--- src/rtl/dma_pkg.sv ---
// Shared types and command-register bit positions for the 8237A-style DMA controller.
package dma_pkg;

  localparam int DMA_NUM_CH    = 4;

  localparam int CMD_DISABLE   = 2;
  localparam int CMD_ROTATE    = 4;
  localparam int CMD_DREQ_LOW  = 6;
  localparam int CMD_DACK_HIGH = 7;

  typedef enum logic [1:0] {
    ARB_IDLE,
    ARB_HOLD_REQ,
    ARB_ACTIVE,
    ARB_RELEASE
  } arb_state_t;

endpackage

--- src/rtl/dma_prio_encoder.sv ---
// Combinational channel priority encoder: rotate so the top-priority channel is scanned
// first, pick the first set request, then map the scan position back to a channel index.
module dma_prio_encoder
  import dma_pkg::*;
#(
  parameter int  NUM_CH = DMA_NUM_CH,
  localparam int CW     = $clog2(NUM_CH)
) (
  input  logic [NUM_CH-1:0] req,
  input  logic [CW-1:0]     low_pri,
  input  logic              rotate_en,
  output logic [CW-1:0]     winner,
  output logic              any
);

  logic [CW-1:0] base;
  logic [CW-1:0] idx;
  logic          found;

  // Index arithmetic wraps modulo NUM_CH because NUM_CH is a power of two.
  always_comb begin
    base   = rotate_en ? (low_pri + CW'(1)) : '0;
    winner = '0;
    found  = 1'b0;
    idx    = '0;
    for (int i = 0; i < NUM_CH; i++) begin
      idx = base + CW'(i);
      if (!found && req[idx]) begin
        found  = 1'b1;
        winner = idx;
      end
    end
  end

  assign any = |req;

endmodule

--- src/rtl/dma_priority_arbiter.sv ---
// DMA channel arbiter and HRQ/HLDA bus-hold sequencer; grants one channel until svcDone.
// Optional rotating priority is built only when DMA_ROTATE_PRIORITY_EN is defined.
module dma_priority_arbiter
  import dma_pkg::*;
#(
  parameter int  NUM_CH = DMA_NUM_CH,
  localparam int CW     = $clog2(NUM_CH)
) (
  input  logic              CLK,
  input  logic              RESET,
  input  logic [NUM_CH-1:0] DREQ,
  input  logic [7:0]        commandReg,
  input  logic [7:0]        requestReg,
  input  logic [7:0]        maskReg,
  input  logic              HLDA,
  input  logic              svcDone,
  output logic              HRQ,
  output logic [NUM_CH-1:0] DACK,
  output logic              grantValid,
  output logic [CW-1:0]     grantCh
);

  arb_state_t        state_q;
  logic              hrq_q;
  logic              grant_vld_q;
  logic [CW-1:0]     grant_ch_q;
  logic [NUM_CH-1:0] dack_hot_q;

  logic [NUM_CH-1:0] dreq_act;
  logic [NUM_CH-1:0] req;
  logic [CW-1:0]     low_pri;
  logic [CW-1:0]     winner;
  logic              rotate_en;
  logic              req_any;

  assign dreq_act = commandReg[CMD_DREQ_LOW] ? ~DREQ : DREQ;
  assign req      = commandReg[CMD_DISABLE] ? '0
                  : ((dreq_act | requestReg[NUM_CH-1:0]) & ~maskReg[NUM_CH-1:0]);

`ifdef DMA_ROTATE_PRIORITY_EN
  logic [CW-1:0] low_pri_q;
  logic          unused_bits;
  assign low_pri     = low_pri_q;
  assign rotate_en   = commandReg[CMD_ROTATE];
  assign unused_bits = ^{commandReg[5], commandReg[3], commandReg[1:0],
                         requestReg[7:NUM_CH], maskReg[7:NUM_CH]};
`else
  logic          unused_bits;
  assign low_pri     = CW'(NUM_CH - 1);
  assign rotate_en   = 1'b0;
  assign unused_bits = ^{commandReg[5:3], commandReg[1:0],
                         requestReg[7:NUM_CH], maskReg[7:NUM_CH]};
`endif

  dma_prio_encoder #(
    .NUM_CH (NUM_CH)
  ) u_enc (
    .req       (req),
    .low_pri   (low_pri),
    .rotate_en (rotate_en),
    .winner    (winner),
    .any       (req_any)
  );

  always_ff @(posedge CLK) begin
    if (RESET) begin
      state_q     <= ARB_IDLE;
      hrq_q       <= 1'b0;
      grant_vld_q <= 1'b0;
      grant_ch_q  <= '0;
      dack_hot_q  <= '0;
`ifdef DMA_ROTATE_PRIORITY_EN
      low_pri_q   <= CW'(NUM_CH - 1);
`endif
    end else begin
      case (state_q)
        ARB_IDLE: begin
          if (req_any) begin
            state_q <= ARB_HOLD_REQ;
            hrq_q   <= 1'b1;
          end
        end
        ARB_HOLD_REQ: begin
          // A withdrawn request wins over a late HLDA: nothing left to serve.
          if (!req_any) begin
            state_q <= ARB_IDLE;
            hrq_q   <= 1'b0;
          end else if (HLDA) begin
            state_q     <= ARB_ACTIVE;
            grant_vld_q <= 1'b1;
            grant_ch_q  <= winner;
            dack_hot_q  <= NUM_CH'(1) << winner;
          end
        end
        ARB_ACTIVE: begin
          // svcDone takes precedence so a simultaneous HLDA drop still counts as completion.
          if (svcDone) begin
            state_q     <= ARB_RELEASE;
            hrq_q       <= 1'b0;
            grant_vld_q <= 1'b0;
            dack_hot_q  <= '0;
          end else if (!HLDA) begin
            state_q     <= ARB_IDLE;
            hrq_q       <= 1'b0;
            grant_vld_q <= 1'b0;
            dack_hot_q  <= '0;
          end
        end
        ARB_RELEASE: begin
          state_q <= ARB_IDLE;
`ifdef DMA_ROTATE_PRIORITY_EN
          if (rotate_en) begin
            low_pri_q <= grant_ch_q;
          end
`endif
        end
        default: begin
          state_q <= ARB_IDLE;
        end
      endcase
    end
  end

  assign HRQ        = hrq_q;
  assign grantValid = grant_vld_q;
  assign grantCh    = grant_ch_q;
  assign DACK       = commandReg[CMD_DACK_HIGH] ? dack_hot_q : ~dack_hot_q;

endmodule

--- config.mk ---
export PLATFORM = sky130hd
export DESIGN_NAME = dma_priority_arbiter
export DESIGN_NICKNAME = d
export VERILOG_FILES = /design/src/rtl/dma_pkg.sv /design/src/rtl/dma_prio_encoder.sv /design/src/rtl/dma_priority_arbiter.sv
export SDC_FILE = /design/constraint.sdc
export NUM_CORES = 1
export LEC_CHECK = 0
export ABC_AREA = 1
export BUFFER_PORTS_ARGS = -buffer_cell sky130_fd_sc_hd__clkbuf_2
export CAP_MARGIN = 20
export CELL_PAD_IN_SITES_DETAIL_PLACEMENT = 2
export CELL_PAD_IN_SITES_GLOBAL_PLACEMENT = 2
export CORE_MARGIN = 2
export CORE_UTILIZATION = 23
export CTS_CLUSTER_DIAMETER = 200
export DETAILED_ROUTE_END_ITERATION = 16
export GPL_TIMING_DRIVEN = 0
export PLACE_DENSITY = 0.77
export RECOVER_POWER = 100
export SYNTH_ARGS = -nofsm -noshare
export SYNTH_HDL_FRONTEND = slang
export SYNTH_SLANG_ARGS = --single-unit
--- constraint.sdc ---
create_clock -name CLK -period 3.3 [get_ports CLK]
set_input_delay 0.33 -clock CLK [delete_from_list [all_inputs] [get_ports CLK]]
set_output_delay 0.33 -clock CLK [all_outputs]
set_load 0.01 [all_outputs]
==> metrics.log, run 1 <==
[metrics] final count of negative-setup-slack endpoints: 0
[metrics] post-synthesis net count: 159
[metrics] Clock Latency Late Sink: 0.27 ns
[metrics] Hold WC Path Type: in2reg
[metrics] antenna violations before repair: 0
[metrics] slack of the worst reg-to-reg path: 1.22 ns
[metrics] Overall Global Routing Usage: 0.139
[metrics] start of the worst register-to-register path: state_q[0]$_SDFFE_PP0P_
[metrics] cts hold-fix bufs: 0
[metrics] Finished Core Util: 0.296
[metrics] clock input transition at the sequential cells of the worst setup and hold paths: 0.06 ns
[metrics] grt ovf: 0
[metrics] number of placed instances with taps included: 194
[metrics] maximum clock frequency: 480 MHz
[metrics] CTS tree: done
[metrics] unrepaired setup endpoints after global routing: no
[metrics] Worst R2R Path Depth: 10
[metrics] Initial Utilization: 0.238
[metrics] die extent in x: 62.8 µm
[metrics] endpoint of the worst hold path: grantCh[0]$_SDFFE_PP0P_
[metrics] number of top-level pins: 40
[metrics] Post-route DRC: 0
[metrics] critical-path cell with the highest stage delay: sky130_fd_sc_hd__dfxtp_1
[metrics] DP Area: 977 µm²
[metrics] Max stage delay on crit path: 0.38 ns
[metrics] number of sinks on the clock net: 10
[metrics] Die Ht: 62.8 µm
[metrics] largest net degree at the start of global routing: 10
[metrics] count of nets left with antenna violations after detail routing: 0
[metrics] number of standard cells in the layout, taps in and fillers out: 197
[metrics] vias in the first global route: 930
[metrics] via/cell ratio: 4.29
[metrics] transition time at the pin with the least slew margin: 0.393 ns
[metrics] Power Internal: 0.335 mW
[metrics] post-CTS setup buffer count: 0
[metrics] Worst Hold Launch: RESET
[metrics] number of CTS-inserted buffers: 3
[metrics] routed length per instance: 12.4 µm
[metrics] H-tree depth: 1
[metrics] area of all sequential standard cells: 200 µm²
[metrics] number of synthesis warnings: 0
[metrics] layout cells sized above 1: 0.238
[metrics] gate count after technology mapping: 123
[metrics] total standard cell area after synthesis: 795 µm²
[metrics] switching portion of total power: 0.463
[metrics] Seq pwr share: 0.294
[metrics] weighted congestion at the end of routability-driven global placement: 0.759
[metrics] total number of vias: 845
[metrics] cell breakdown of the critical path: inv_1 > ha_1 > clkbuf_1 > nand3_1 > inv_1 > nor3_1 > a21boi_4 > inv_1 > a21oi_1 > nor2_1
[metrics] ranking of synthesized cells by area: sky130_fd_sc_hd__dfxtp_1 (25%), sky130_fd_sc_hd__nand2_1 (14%), sky130_fd_sc_hd__inv_1 (8.0%), sky130_fd_sc_hd__nor2_1 (7.1%), sky130_fd_sc_hd__a21oi_1 (6.9%)
[metrics] Hold Path Stages: 2
[metrics] per-instance average area after synthesis: 6.46 µm²
[metrics] reg2reg end: dack_hot_q[0]$_SDFFE_PP0P_
[metrics] power spent charging and discharging nets: 0.289 mW
[metrics] number of hold violations in the final report: 0
[metrics] DIE AREA: 3940 µm²
[metrics] nets@finish: 189
[metrics] global-route wire length before repair: 4.17 mm
[metrics] clock group share of total power: 0.137
[metrics] post-synth cell types: 20
[metrics] standard cell core area: 3340 µm²
[metrics] portion of the post-synthesis area used by sequential elements: 0.252
[metrics] result of the run: finished, final reports clean
[metrics] signed area change from the synthesized netlist to the final layout: 24.4%
[metrics] number of buffer cells added on primary ports: 25
[metrics] Worst Path Arrival: 2.25 ns
[metrics] clock tree root driver cell: sky130_fd_sc_hd__clkbuf_4
[metrics] Antenna diodes: 0
[metrics] placement row count: 21
[metrics] iteration count of the initial detailed-routing pass: 3
[metrics] clock tree skew after final layout: 0.00261 ns
[metrics] HPWL after DPL: 2.11 mm
[metrics] combinational fraction of design power: 0.568
[metrics] share of the synthesized area in the top cell type: 0.252
[metrics] cell taking the most area after synthesis: sky130_fd_sc_hd__dfxtp_1
[metrics] leakage dissipation: 0.485 nW
[metrics] setup tns final: 0 ns
[metrics] Max Root-Sink Buffers: 2
[metrics] area of combinational cells with multiple inputs: 510 µm²
[metrics] minimum period implied by the final worst setup slack: 2.08 ns
[metrics] max capacitance violation total: 0
[metrics] starting DRC count in detailed routing: 16
[metrics] Setup crit end kind: flip-flop
[metrics] Period Utilization, post-route: 0.631
[metrics] Power per Cell Area: 632 nW/µm²
[metrics] worst vdd rail ir drop: 0.206 mV
[metrics] crit path max fanout: 9
[metrics] required arrival time at the worst endpoint: 3.46 ns
[metrics] worst setup path class: reg2reg
[metrics] flop and latch count out of synthesis: 10
[metrics] post-cts resize count: 0
[metrics] aggregate routed wire length: 2.43 mm
[metrics] Setup crit start kind: flip-flop
[metrics] final design area excluding fillers: 988 µm²
[metrics] Hold Slack: 0.319 ns
[metrics] max_slew headroom: 0.738
[metrics] cell repeated most along the worst path: sky130_fd_sc_hd__inv_1
[metrics] Filler Cells Inserted: 432
[metrics] final max-slew violation count: 0
sequential cells by signal, summed over array words and instances, names as in the netlist:
signal and cells:
HRQ 1, grantCh 2, state_q 2, dack_hot_q 4, grantValid 1
metrics by stage:
step | setup WS (ns) | power, mW
finish | 1.22 | 0.624
global route | 1.00 | 0.687
CTS | 1.35 | 0.650
detailed placement | 1.38 | 0.554
global placement | 1.46 | 0.528
floorplan | 1.71 | 0.440
worst max path at each step:
stage | endpoint | start | slack (ns) | cells after the start
after floorplan | dack_hot_q[0]$_SDFFE_PP0P_ | state_q[0]$_SDFFE_PP0P_ | 1.71 | 10
after global placement | dack_hot_q[0]$_SDFFE_PP0P_ | state_q[0]$_SDFFE_PP0P_ | 1.46 | 10
after detailed placement | dack_hot_q[0]$_SDFFE_PP0P_ | state_q[0]$_SDFFE_PP0P_ | 1.38 | 10
after CTS | dack_hot_q[0]$_SDFFE_PP0P_ | state_q[0]$_SDFFE_PP0P_ | 1.35 | 10
after global routing | dack_hot_q[0]$_SDFFE_PP0P_ | state_q[0]$_SDFFE_PP0P_ | 1.0 | 10
final | dack_hot_q[0]$_SDFFE_PP0P_ | state_q[0]$_SDFFE_PP0P_ | 1.22 | 10
power groups by stage:
stage / Sequential [mW] / Combinational, mW / Clock (mW)
after CTS: 0.185 / 0.371 / 0.0931
after floorplan: 0.185 / 0.255 / 0
after detailed placement: 0.186 / 0.368 / 0
final: 0.184 / 0.355 / 0.0857
after global placement: 0.183 / 0.346 / 0
after global routing: 0.188 / 0.400 / 0.0985
cell families after synthesis:
| logic type | Yosys count | synth area share |
|---|---|---|
| DFF | 10 | 0.252 |
| xor gates and xnor gates | 4 | 0.0441 |
| AOI/OAI and AO/OA | 14 | 0.106 |
| buffers and inverters | 22 | 0.105 |
| and+or+nand+nor | 69 | 0.430 |
| adders and majority gates | 4 | 0.0630 |
cell usage in the layout (no fill, tap or decap), types with 6 or more instances in the layout:
master	synthesis	routed
sky130_fd_sc_hd__a21oi_1	11	11
sky130_fd_sc_hd__nor2_1	15	15
sky130_fd_sc_hd__nand3_1	6	6
sky130_fd_sc_hd__nand2_2	6	6
sky130_fd_sc_hd__nand2_1	30	30
sky130_fd_sc_hd__clkbuf_2	0	17
sky130_fd_sc_hd__inv_1	17	18
sky130_fd_sc_hd__dfxtp_1	10	10
sky130_fd_sc_hd__clkbuf_1	1	10
synthesized netlist by cell type:
| library cell | n |
|---|---|
| sky130_fd_sc_hd__dfxtp_1 | 10 |
| sky130_fd_sc_hd__ha_1 | 4 |
| sky130_fd_sc_hd__inv_1 | 17 |
| sky130_fd_sc_hd__a21oi_1 | 11 |
| sky130_fd_sc_hd__nand3_2 | 2 |
| sky130_fd_sc_hd__nand3_1 | 6 |
| sky130_fd_sc_hd__nor2_8 | 1 |
| sky130_fd_sc_hd__nor2_2 | 2 |
| sky130_fd_sc_hd__nand2_2 | 6 |
| sky130_fd_sc_hd__clkbuf_1 | 1 |
| sky130_fd_sc_hd__nand2_1 | 30 |
| sky130_fd_sc_hd__xnor2_1 | 4 |
| sky130_fd_sc_hd__nand3b_1 | 2 |
| sky130_fd_sc_hd__o21ai_0 | 2 |
| sky130_fd_sc_hd__nor3_1 | 3 |
| sky130_fd_sc_hd__nor2_1 | 15 |
| sky130_fd_sc_hd__inv_2 | 3 |
| sky130_fd_sc_hd__nand2_4 | 2 |
| sky130_fd_sc_hd__buf_2 | 1 |
| sky130_fd_sc_hd__a21boi_4 | 1 |
critical path: cells and delay by family (launching register included):
| family | cells | cell delay [ns] |
|---|---|---|
| buffers and inverters | 4 | 0.52 |
| adders and majority gates | 1 | 0.20 |
| DFF | 1 | 0.38 |
| and+or+nand+nor | 3 | 0.40 |
| AOI/OAI and AO/OA | 2 | 0.47 |
layout make-up:
cell class,instances,area share
multi-input cells,91,0.516
repair buffers,25,0.116
flip-flops and latches,10,0.203
well taps,46,0.0582
plain buffers,2,0.00759
clock buffers,3,0.0228
inverters,20,0.0759
metal layers:
layer | part of all wire | wire (µm) | up-vias | GRT usage
met1 | 0.43 | 1050 | 394 | 0.150
met5 | 0 | 0 | - | 0
met4 | 0.026 | 63 | 0 | 0.0917
met2 | 0.52 | 1280 | 10 | 0.255
met3 | 0.018 | 45 | 4 | 0.0126
li1 | - | - | 437 | -
Note: power is estimated with default switching activity, not from simulation.
==> run 2, diff against run 1 <==
--- a/config.mk
+++ b/config.mk
@@ -5,17 +5,17 @@
 export SDC_FILE = /design/constraint.sdc
 export NUM_CORES = 1
 export LEC_CHECK = 0
-export ABC_AREA = 1
+export ABC_AREA = 0
 export BUFFER_PORTS_ARGS = -buffer_cell sky130_fd_sc_hd__clkbuf_2
 export CAP_MARGIN = 20
 export CELL_PAD_IN_SITES_DETAIL_PLACEMENT = 2
 export CELL_PAD_IN_SITES_GLOBAL_PLACEMENT = 2
 export CORE_MARGIN = 2
-export CORE_UTILIZATION = 23
+export CORE_UTILIZATION = 22
 export CTS_CLUSTER_DIAMETER = 200
 export DETAILED_ROUTE_END_ITERATION = 16
 export GPL_TIMING_DRIVEN = 0
-export PLACE_DENSITY = 0.77
+export PLACE_DENSITY = 0.73
 export RECOVER_POWER = 100
 export SYNTH_ARGS = -nofsm -noshare
 export SYNTH_HDL_FRONTEND = slang
==> constraint.sdc (replaced) <==
create_clock -name CLK -period 2.1 [get_ports CLK]
set_input_delay 0.21 -clock CLK [delete_from_list [all_inputs] [get_ports CLK]]
set_output_delay 0.21 -clock CLK [all_outputs]
set_load 0.01 [all_outputs]
==> run 2 against run 1 <==
Effect of this change: clock power rose by 110%; routed wire length fell by 10%; sequential cell count did not move; count of clock-buffer cells in the layout rose by 1; non-clock buffer count rose by 1; synthesized cell count fell by 32%.
==> metrics.log, run 2 <==
[metrics] Hold WC Path Type: in2reg
[metrics] total number of vias: 743 (-12%)
[metrics] weighted congestion at the end of routability-driven global placement: 0.715 (-5.7%)
[metrics] number of synthesis warnings: 0 (unchanged)
[metrics] prevailing post-synth register cell: sky130_fd_sc_hd__dfxtp_1
[metrics] Max Root-Sink Buffers: 2 (unchanged)
[metrics] final max-slew violation count: 0 (unchanged)
[metrics] ranking of synthesized cells by area: sky130_fd_sc_hd__dfxtp_1 (29%), sky130_fd_sc_hd__ha_1 (7.3%), sky130_fd_sc_hd__nor2_1 (5.4%), sky130_fd_sc_hd__a21oi_1 (5.1%), sky130_fd_sc_hd__xnor2_1 (5.1%)
[metrics] Period Utilization, post-route: 0.939 (+0.308)
[metrics] number of buffer and inverter stages on the critical path: 2 (-2)
[metrics] Initial Utilization: 0.228 (-0.0104)
[metrics] Filler Cells Inserted: 374 (-13%)
[metrics] number of hold violations in the final report: 0 (unchanged)
[metrics] grt ovf: 0 (unchanged)
[metrics] result of the run: finished, final reports clean
[metrics] Die Ht: 60.0 µm (-4.5%)
[metrics] die extent in x: 60.0 µm (-4.5%)
[metrics] Overall Global Routing Usage: 0.140 (+0.00129)
[metrics] setup tns final: 0 ns (unchanged)
[metrics] final setup slack of the worst path: 0.127 ns (-1.09 ns)
[metrics] largest delay contributor family on the critical path: compound AO/OA/AOI/OAI gates
[metrics] worst vdd rail ir drop: 0.290 mV (+41%)
[metrics] starting DRC count in detailed routing: 7 (-9)
[metrics] total standard cell area after synthesis: 689 µm² (-13%)
[metrics] crit path max fanout: 8 (-1)
[metrics] number of CTS-inserted buffers: 3 (unchanged)
[metrics] standard cell core area: 3030 µm² (-9.3%)
[metrics] worst setup path class: reg2reg
[metrics] transition time at the pin with the least slew margin: 0.623 ns (+0.230 ns)
[metrics] signed area change from the synthesized netlist to the final layout: 32.1%
[metrics] WP depth: 7 (-3)
[metrics] global-route wire length before repair: 3.77 mm (-9.6%)
[metrics] gate count after technology mapping: 84 (-32%)
[metrics] flop and latch count out of synthesis: 10 (unchanged)
[metrics] area of all sequential standard cells: 200 µm² (unchanged)
[metrics] clock tree root driver cell: sky130_fd_sc_hd__clkbuf_4
[metrics] Antenna diodes: 0 (unchanged)
[metrics] clock input transition at the sequential cells of the worst setup and hold paths: 0.08 ns (+0.02 ns)
[metrics] Max stage delay on crit path: 0.39 ns (about the same)
[metrics] Power per Cell Area: 726 nW/µm² (+15%)
[metrics] required arrival time at the worst endpoint: 2.30 ns (-1.16 ns)
[metrics] endpoint of the worst hold path: dack_hot_q[1]$_SDFFE_PP0P_
[metrics] largest net degree at the start of global routing: 11 (+1)
[metrics] unrepaired setup endpoints after global routing: no
[metrics] number of sinks on the clock net: 10 (unchanged)
[metrics] placement row count: 20 (-4.8%)
[metrics] H-tree depth: 1 (unchanged)
[metrics] share of the synthesized area in the top cell type: 0.290 (+0.0384)
[metrics] list of most frequent post-synthesis cells: sky130_fd_sc_hd__dfxtp_1 (10), sky130_fd_sc_hd__nor2_1 (10), sky130_fd_sc_hd__a21oi_1 (7)
[metrics] Hold Path Stages: 3 (+1)
[metrics] post-synth cell types: 28 (+40%)
[metrics] beginning of the critical path: state_q[1]$_SDFFE_PP0P_
[metrics] cell breakdown of the critical path: inv_1 > ha_1 > clkbuf_1 > nor2_1 > a211o_1 > or3_1 > a21oi_1
[metrics] EDFF count, synth: 0 (unchanged)
[metrics] combinational fraction of design power: 0.379 (-0.189)
[metrics] iteration count of the initial detailed-routing pass: 2 (-1)
[metrics] commonest non-fill, non-tap cells in the layout: sky130_fd_sc_hd__clkbuf_2 (17), sky130_fd_sc_hd__clkbuf_1 (11), sky130_fd_sc_hd__dfxtp_1 (10), sky130_fd_sc_hd__nor2_1 (10), sky130_fd_sc_hd__a21oi_1 (7)
[metrics] cell taking the most area after synthesis: sky130_fd_sc_hd__dfxtp_1
[metrics] critical-path cell with the highest stage delay: sky130_fd_sc_hd__a211o_1
[metrics] switching portion of total power: 0.360 (-0.103)
[metrics] flip-flop count of the largest register after layout: 4 (unchanged)
[metrics] per-instance average area after synthesis: 8.21 µm² (+27%)
[metrics] leakage dissipation: 0.350 nW (-28%)
[metrics] maximum clock frequency: 507 MHz (+5.6%)
[metrics] routed length per instance: 13.9 µm (+13%)
[metrics] Reg with most FFs: dack_hot_q
[metrics] Seq pwr share: 0.349 (+0.055)
[metrics] Post-route DRC: 0 (unchanged)
[metrics] Setup crit end kind: flip-flop
[metrics] minimum period implied by the final worst setup slack: 1.97 ns (-0.110 ns)
[metrics] max_slew headroom: 0.579 (-0.159)
[metrics] Worst Path Arrival: 2.17 ns (-0.08 ns)
[metrics] clock tree skew after final layout: 0.00910 ns (+0.00649 ns)
[metrics] Total Power Consumption: 0.661 mW (+5.9%)
[metrics] proportion of register bits with asynchronous set or reset after synthesis: 0 (unchanged)
[metrics] max capacitance violation total: 0 (unchanged)
[metrics] DIE AREA: 3600 µm² (-8.7%)
[metrics] via/cell ratio: 4.73 (+10%)
[metrics] vias in the first global route: 828 (-11%)
[metrics] layout cells sized above 1: 0.230 (-0.00832)
[metrics] Clock Latency Late Sink: 0.27 ns (about the same)
[metrics] post-synthesis net count: 120 (-25%)
[metrics] Worst Hold Launch: RESET
[metrics] Power Internal: 0.424 mW (+26%)
[metrics] number of buffer cells added on primary ports: 25 (unchanged)
[metrics] Worst R2R Path Depth: 7 (-3)
[metrics] slack of the worst reg-to-reg path: 0.13 ns (-1.09 ns)
[metrics] HPWL after DPL: 1.84 mm (-13%)
[metrics] start of the worst register-to-register path: state_q[1]$_SDFFE_PP0P_
[metrics] final count of negative-setup-slack endpoints: 0 (unchanged)
[metrics] worst slack at placement: -0.0253 ns (-1.41 ns)
[metrics] power spent charging and discharging nets: 0.238 mW (-18%)
[metrics] most common library cell in the layout ignoring fill and taps: sky130_fd_sc_hd__clkbuf_2
[metrics] number of top-level pins: 40 (unchanged)
[metrics] clock group share of total power: 0.272 (+0.135)
[metrics] Setup crit start kind: flip-flop
[metrics] antenna violations before repair: 0 (unchanged)
[metrics] aggregate routed wire length: 2.19 mm (-10%)
[metrics] portion of the post-synthesis area used by sequential elements: 0.290 (+0.0384)
[metrics] count of nets left with antenna violations after detail routing: 0 (unchanged)
[metrics] area of combinational cells with multiple inputs: 482 µm² (-5.6%)
[metrics] reg2reg end: dack_hot_q[0]$_SDFFE_PP0P_
[metrics] nets@finish: 150 (-21%)
[metrics] CTS tree: done
==> run 2: per-stage QoR <==
step / instances / hold slack, ns / cell area, µm² / util
after floorplan: 84 / 0.395 / 689 / -
after global placement: 153 / 0.452 / 870 / 0.287
after detailed placement: 153 / 0.461 / 870 / 0.287
after CTS: 157 / 0.299 / 911 / 0.301
after global routing: 157 / 0.344 / 911 / 0.301
final: 157 / 0.295 / 911 / 0.301
==> run 2: kinds of logic after synthesis <==
| logic type | share of synthesized area |
|---|---|
| compound gates | 0.285 |
| simple gates | 0.189 |
| flops | 0.290 |
| xor+xnor | 0.102 |
| buf+inv | 0.0327 |
| fa+ha+maj | 0.0726 |
| mux | 0.0290 |
==> run 2: final cells by class <==
cell class                 instances  area share
multi-input combinational         68       0.529
sequential                        10       0.220
clock buffer                       4      0.0398
inverter                           3      0.0124
buffer                             3      0.0124
tap                               44      0.0604
timing repair buffer              25       0.126
==> run 2: worst min-delay path: stages <==
cell and delay (ns):
sky130_fd_sc_hd__clkbuf_2 0.12, sky130_fd_sc_hd__or4_1 0.11, sky130_fd_sc_hd__o21ai_0 0.07
==> run 2: metal layers <==
metal / track usage / up-vias / wire [µm]
li1: - / 368 / -
met1: 0.154 / 359 / 944
met2: 0.269 / 14 / 1150
met3: 0.0390 / 2 / 75
met4: 0.0190 / 0 / 10
met5: 0 / - / 0
==> run 2: timing repair <==
item / in CTS / in global routing
buffers inserted: 0 / 0
hold buffers: 0 / 0
setup endpoints to repair: 2 / 2
resized for setup: 1 / 2
==> run 2: power by group through the flow <==
stage                     clock [mW]  combinational [mW]  sequential (mW)
after floorplan                    0               0.160            0.239
after global placement             0               0.236            0.234
after detailed placement           0               0.253            0.236
after CTS                      0.189               0.256            0.232
after global routing           0.194               0.285            0.235
final                          0.180               0.251            0.231
==> run 2: worst max path at each step <==
stage / to / slack (ns)
2_1_floorplan: state_q[1]$_SDFFE_PP0P_ / 0.37
3_3_place_gp: state_q[1]$_SDFFE_PP0P_ / 0.1
3_5_place_dp: state_q[1]$_SDFFE_PP0P_ / -0.03
4_1_cts: dack_hot_q[0]$_SDFFE_PP0P_ / 0.1
5_1_grt: dack_hot_q[0]$_SDFFE_PP0P_ / 0.02
6_report: dack_hot_q[0]$_SDFFE_PP0P_ / 0.13
